## src/rtl/hilo_pipe.sv

```systemverilog
// hilo_pipe
//   Holds the architectural HI/LO registers and carries each EX-stage HI/LO
//   write through the EX/MEM and MEM/WB latches, committing at write-back.
//   The MEM and WB views are merged per half with everything older, so EX can
//   forward by picking "MEM, else WB, else register" as whole words.
//
// Ports
//   clk          clock, rising edge
//   rst          synchronous active-high reset
//   stall_i[2:0] stall vector (bit0 EX, bit1 MEM, bit2 WB), monotonic
//   flush_i      drops uncommitted requests; the WB request still commits
//   ex_whi_i     EX writes HI
//   ex_wlo_i     EX writes LO
//   ex_hi_i      HI write data from EX
//   ex_lo_i      LO write data from EX
//   mem_whilo_o  MEM latch holds a HI or LO write
//   mem_hi_o     HI as seen after the MEM request
//   mem_lo_o     LO as seen after the MEM request
//   wb_whilo_o   WB latch holds a HI or LO write
//   wb_hi_o      HI as seen after the WB request
//   wb_lo_o      LO as seen after the WB request
//   hi_o         architectural HI
//   lo_o         architectural LO

module hilo_pipe #(
    parameter int DW = 32
) (
    input  logic          clk,
    input  logic          rst,
    input  logic [2:0]    stall_i,
    input  logic          flush_i,
    input  logic          ex_whi_i,
    input  logic          ex_wlo_i,
    input  logic [DW-1:0] ex_hi_i,
    input  logic [DW-1:0] ex_lo_i,
    output logic          mem_whilo_o,
    output logic [DW-1:0] mem_hi_o,
    output logic [DW-1:0] mem_lo_o,
    output logic          wb_whilo_o,
    output logic [DW-1:0] wb_hi_o,
    output logic [DW-1:0] wb_lo_o,
    output logic [DW-1:0] hi_o,
    output logic [DW-1:0] lo_o
);

    logic          r_m_whi;
    logic          r_m_wlo;
    logic [DW-1:0] r_m_hi;
    logic [DW-1:0] r_m_lo;
    logic          r_w_whi;
    logic          r_w_wlo;
    logic [DW-1:0] r_w_hi;
    logic [DW-1:0] r_w_lo;
    logic [DW-1:0] r_hi;
    logic [DW-1:0] r_lo;

    logic          w_commit;
    logic [DW-1:0] w_wb_hi;
    logic [DW-1:0] w_wb_lo;

    // The WB instruction has already retired when a flush arrives, so its
    // write goes through on the flush edge as well.
    assign w_commit = !stall_i[2] || flush_i;

    // EX/MEM latch
    always_ff @(posedge clk) begin
        if (rst || flush_i) begin
            r_m_whi <= 1'b0;
            r_m_wlo <= 1'b0;
            r_m_hi  <= '0;
            r_m_lo  <= '0;
        end else if (stall_i[1]) begin
            r_m_whi <= r_m_whi;
            r_m_wlo <= r_m_wlo;
            r_m_hi  <= r_m_hi;
            r_m_lo  <= r_m_lo;
        end else if (stall_i[0]) begin
            r_m_whi <= 1'b0;
            r_m_wlo <= 1'b0;
            r_m_hi  <= '0;
            r_m_lo  <= '0;
        end else begin
            r_m_whi <= ex_whi_i;
            r_m_wlo <= ex_wlo_i;
            r_m_hi  <= ex_hi_i;
            r_m_lo  <= ex_lo_i;
        end
    end

    // MEM/WB latch
    always_ff @(posedge clk) begin
        if (rst || flush_i) begin
            r_w_whi <= 1'b0;
            r_w_wlo <= 1'b0;
            r_w_hi  <= '0;
            r_w_lo  <= '0;
        end else if (stall_i[2]) begin
            r_w_whi <= r_w_whi;
            r_w_wlo <= r_w_wlo;
            r_w_hi  <= r_w_hi;
            r_w_lo  <= r_w_lo;
        end else if (stall_i[1]) begin
            r_w_whi <= 1'b0;
            r_w_wlo <= 1'b0;
            r_w_hi  <= '0;
            r_w_lo  <= '0;
        end else begin
            r_w_whi <= r_m_whi;
            r_w_wlo <= r_m_wlo;
            r_w_hi  <= r_m_hi;
            r_w_lo  <= r_m_lo;
        end
    end

    // Architectural registers; a disabled half is never touched.
    always_ff @(posedge clk) begin
        if (rst) begin
            r_hi <= '0;
            r_lo <= '0;
        end else if (w_commit) begin
            if (r_w_whi) r_hi <= r_w_hi;
            if (r_w_wlo) r_lo <= r_w_lo;
        end
    end

    // Per-half merge: each view layers its own enabled half over the older view.
    assign w_wb_hi = r_w_whi ? r_w_hi : r_hi;
    assign w_wb_lo = r_w_wlo ? r_w_lo : r_lo;

    assign wb_hi_o     = w_wb_hi;
    assign wb_lo_o     = w_wb_lo;
    assign mem_hi_o    = r_m_whi ? r_m_hi : w_wb_hi;
    assign mem_lo_o    = r_m_wlo ? r_m_lo : w_wb_lo;
    assign mem_whilo_o = r_m_whi | r_m_wlo;
    assign wb_whilo_o  = r_w_whi | r_w_wlo;
    assign hi_o        = r_hi;
    assign lo_o        = r_lo;

    // A stalled later stage must stall every earlier one.
    a_stall_monotonic : assert property (@(posedge clk) disable iff (rst)
        !(stall_i[2] && !stall_i[1]) && !(stall_i[1] && !stall_i[0]))
        else $error("stall_i not monotonic: %b", stall_i);

endmodule

```

## config.mk

```make
export PLATFORM = sky130hd
export DESIGN_NAME = hilo_pipe
export DESIGN_NICKNAME = d
export VERILOG_FILES = /design/src/rtl/hilo_pipe.sv
export SDC_FILE = /design/constraint.sdc
export NUM_CORES = 1
export LEC_CHECK = 0
export BUFFER_PORTS_ARGS = -buffer_cell sky130_fd_sc_hd__buf_2
export CORE_ASPECT_RATIO = 0.6
export CORE_MARGIN = 4
export CORE_UTILIZATION = 52
export CTS_BUF_LIST = sky130_fd_sc_hd__clkbuf_16
export CTS_CLUSTER_DIAMETER = 100
export CTS_CLUSTER_SIZE = 40
export DETAILED_ROUTE_END_ITERATION = 8
export GPL_ROUTABILITY_DRIVEN = 0
export PLACE_DENSITY = 0.83
export SLEW_MARGIN = 30
export SYNTH_ARGS = -nofsm -noshare
export SYNTH_HDL_FRONTEND = slang
export SYNTH_SLANG_ARGS = --single-unit
```

## constraint.sdc

```tcl
create_clock -name clk -period 1.7 [get_ports clk]
set_input_delay 0.34 -clock clk [delete_from_list [all_inputs] [get_ports clk]]
set_output_delay 0.34 -clock clk [all_outputs]
set_load 0.01 [all_outputs]
```

Word level (Yosys, flattened, before mapping)
Index checks and enable logic that the tools add are counted.
Widths: inputs -> output; s select.
- register bits after elaboration: 196
- ROM bits: 0
- latch bits: 0
- memories: 0
- output and inout bits: 194
- memory bits (writable): 0
- shift-type cells: 0
- bitwise gates (word level): 2
- add/subtract/negate cells: 0
- reductions and logical operators: 3
- divide/modulo/power cells: 0
- $lt $le $gt $ge: 0
- mux-type cells: 12
- $mul: 0
- equality and inequality tests: 0
- operators with widths (kind ; count):
    $mux 32 ; 8
    $mux 1 ; 4
    $logic_or 1x1->1 ; 2
    $or 1x1->1 ; 2
    $logic_not 1->1 ; 1

Logic depth before layout (Yosys ltp)
- depth after elaboration: 2
- gate-level depth with buffers: 6
- depth with buffers taken out: 3

Worst setup path before layout
OpenSTA, ideal clock, no wires.
- kind: flip-flop to output port
- start point: register r_w_whi
- end point: output mem_hi_o[14]
- cell stages (with the launch flop): 4
- buffers on the path: 1
- slack: 123 ps
- required time: 1360 ps
- data arrival time: 1237 ps
- path through: dfxtp_1 > buf_2 > mux2_2 > mux2_2
- word-level cells in the longest chain between the ends: 2
- RTL lines (element ; RTL line ; source):
    start, declared ; 50 ; logic r_w_whi;
    start signal, assigned ; 98 ; r_w_whi <= r_w_whi;
    start signal, assigned ; 108 ; r_w_whi <= r_m_whi;
    $mux 32 ; n/a ;
    net wb_hi_o[14] ; 40 ; output logic [DW-1:0] wb_hi_o,
    $mux 32 ; 132 ; assign mem_hi_o = r_m_whi ? r_m_hi : w_wb_hi;
    end, declared ; 37 ; output logic [DW-1:0] mem_hi_o,
The timed path passes the listed nets, and every way through them passes these cells.

Worst setup path in the final report
- start point: register r_w_whi
- end point: output mem_hi_o[3]
- word-level cells in the longest chain between the ends: 2
- RTL lines (element ; RTL line):
    $mux 32 ; n/a
    $mux 32 ; 132
No other way between the ends.

==> flow_summary_export.csv <==
group,metric,value,unit
sta,max_freq,458,MHz
synth,syn_area,8750,um^2
detailed_routing,route.detailed.drc,0,
synth,ys_top_cells_by_count,"dfxtp_1 (196), nor2_1 (134), mux2_2 (122)",
synth,syn_area_per_cell,9.78,um^2
global_route,grt_max_degree,129,
status,violations,"negative setup slack",
floorplan,ios,266,
detailed_routing,wl,31.9,mm
global_route,grt_overflow_total,0,
cts,cts.path.max_buffers,2,
cells_and_area,fin_nets,1252,
setup_path,r2r_cells,8,
pwr,seq_power_share,50.7,%
cts,insertion_delay,420,ps
cts,cts_buffers,17,
sta,tns,-42820,ps
sta,hold_viol,0,
setup_path,start_kind,"flip-flop",
floorplan,initial_utilization,53.5,%
setup_path,rrSetupSlack,30,ps
sta,slew_violations,0,
sta,rsz0062_at_grt,"true",
setup_path,required,1360,ps
synth,synth.most_common_cell,"dfxtp_1",
cells_and_area,drive_above_1_share,44.4,%
global_route,grtUsageTotal,29.5,%
detailed_routing,via_count,8745,
floorplan,core.rowCount,36,
sta,fin_ws,-484,ps
synth,synth_area_leaders,"dfxtp_1 (45%), mux2_2 (16%), a22oi_1 (10%), nand4b_1 (6.4%), nor2_1 (5.8%)",
synth,synth_nets,966,
pwr,p_sw_share,24.6,%
cts,path_clk_slew,80,ps
setup_path,worstSetupPathType,"flip-flop to output port",
synth,synth_flop_cell,"dfxtp_1",
pwr,comb_power_share,6.4,%
cells_and_area,syn2layout_area_growth,47.8,%
cts,ctsHtreeMaxLevel,4,
detailed_routing,dr.pass1.iters,5,
status,status,"complete, but fails checks",
synth,synth_top_area_share,44.9,%
synth,synth.yosys.seq_area_share,44.9,%
pwr,power_density,710,nW/um^2
job,maxCapViolCount,0,
sta,relSlewSlack,69.7,%
sta,min_period,2180,ps
cts,cts_tree,"yes",
pwr,p_switching,0.00226,W
detailed_routing,detail_route.vias_per_cell,6.15,
global_route,grt_pass1_vias,8135,
pwr,p_leak,5.30,nW
sta,worst_pin_slew,455,ps
detailed_routing,drt_iter0_drc,1029,
min_path,min_path_type,"input pin to flip-flop",
setup_path,r2r-end,"lo_o[30]$_SDFFE_PP0P_",
placed_design,place_hpwl,17.3,mm
setup_path,r2r-start,"r_w_wlo$_SDFFE_PP0N_",
synth,ys_warn_count,0,
min_path,hold_start,"ex_lo_i[7]",
floorplan,fp.dieW,175,um
cells_and_area,n_antenna_cell,0,
setup_path,crit_path_end_kind,"output port",
synth,async_flop_share,0,%
placed_design,port_buffers,265,
floorplan,dieArea,19000,um^2
cts,hold_buffers,0,
cts,root_buffer,"clkbuf_16",
min_path,min_to,"r_m_lo[7]$_SDFFE_PP0N_",
pwr,ir_worst_vdd,0.607,mV
sta,setup_viol,129,
pwr,p_int,0.00692,W
placed_design,dp_slack,-13.2,ps
synth,netlist_instances,894,
global_route,grt_pass1_wl,45.3,mm
setup_path,path_max_fanout,7,
synth,synth_edf_count,0,
sta,period_share,128,%
detailed_routing,post_drt_wl_per_cell,22.5,um
cts,cts.sinks,196,
synth,synth_cell_type_count,17,
synth,synth.largest_area_cell,"dfxtp_1",
synth,ys_ff_latch,196,
sta,skew,10.4,ps
detailed_routing,ant_nets,0,
pwr,clkPwrFrac,42.9,%
floorplan,die_height,108,um
min_path,holdPathStages,3,
floorplan,coreArea,16400,um^2
global_route,antenna_found_initial,2,
setup_path,arrival,1840,ps
## worst max-delay path by stage
stage                              start            to  cells past startpoint
floorplan           r_w_whi$_SDFFE_PP0N_  mem_hi_o[14]                      3
global route        r_w_whi$_SDFFE_PP0N_   mem_hi_o[3]                      4
detailed placement  r_w_whi$_SDFFE_PP0N_   mem_hi_o[6]                      4
global placement    r_w_whi$_SDFFE_PP0N_   mem_hi_o[3]                      4
finish              r_w_whi$_SDFFE_PP0N_   mem_hi_o[3]                      4
CTS                 r_w_wlo$_SDFFE_PP0N_  mem_lo_o[17]                      5
## state kept, by name, summed over array words and instances, names as in the netlist
| register | count |
|---|---|
| hi_o | 32 |
| lo_o | 32 |
| r_m_hi | 32 |
| r_m_lo | 32 |
| r_w_hi | 32 |
| r_w_lo | 32 |
| r_m_whi | 1 |
| r_m_wlo | 1 |
| r_w_whi | 1 |
| r_w_wlo | 1 |
## power by group through the flow
stage	combinational, W	clock, W	sequential [W]
2_1_floorplan	0.000342	0	0.00475
3_5_place_dp	0.000537	0	0.00476
6_report	0.000588	0.00394	0.00465
5_1_grt	0.000621	0.00416	0.00466
3_3_place_gp	0.000526	0	0.00476
4_1_cts	0.000556	0.00398	0.00465
## per-layer routing
metal	vias to the layer above	global-route usage, %	wire (um)
met5	-	0	26
met4	4	7.95	901
met3	83	6.22	3050
met2	612	47.4	15300
met1	4247	40.8	12600
li1	3799	-	-
## cell usage in the layout (no fill, tap or decap), types with 2 or more instances in the layout
master,synthesis,routed
dfxtp_4,0,3
a22oi_1,121,121
nand4b_1,64,64
clkinv_1,0,3
nor2_1,134,132
o21ai_0,64,55
o21ai_1,0,8
nor3b_1,11,11
buf_6,10,173
a21oi_1,11,11
and2_1,2,2
clkbuf_16,0,20
nand2b_1,65,64
dfxtp_1,196,192
buf_12,0,13
buf_16,0,3
clkinv_4,0,4
inv_6,0,2
mux2_4,6,105
inv_8,0,4
buf_4,1,30
nor2_4,0,2
buf_2,44,136
mux2_2,122,23
or2_4,0,3
bufbuf_16,0,4
## per-stage QoR
step / util (%) / power, W / instance area [um^2] / cells / hold slack [ps]
after floorplan: - / 0.00509 / 8750 / 894 / 478
after global placement: 63.0 / 0.00528 / 10300 / 1328 / 478
after detailed placement: 63.0 / 0.00530 / 10300 / 1328 / 479
after CTS: 73.7 / 0.00918 / 12000 / 1382 / 134
after global routing: 79.1 / 0.00943 / 12900 / 1421 / 136
final: 79.1 / 0.00918 / 12900 / 1421 / 152
## timing repair
item | CTS | global route
endpoints found under the setup margin | 130 | 137
pin swaps | 1 | 1
setup buffers | 16 | 42
gates cloned | 7 | 3
resized for setup | 163 | 142
## cells by family after synthesis
group,count (synthesis),synth area share (%)
AOI/OAI and AO/OA,196,14.7
buffers and inverters,95,5.61
DFF,196,44.9
muxes,128,16.7
and+or+nand+nor,279,18.1
## layout make-up
class | count | area (um^2)
flip-flops and latches | 196 | 3940
clock inverters | 15 | 146
multi-input cells | 603 | 4730
clock buffers | 17 | 425
repair buffers | 362 | 3400
fillers | 954 | 3420
well taps | 228 | 285
## worst max-delay path: stages, from the launching register on
cell and delay [ps]:
dfxtp_4 480, clkbuf_16 220, mux2_4 320, mux2_4 280, buf_6 120
No activity file was read; power rests on OpenSTA's default activity.
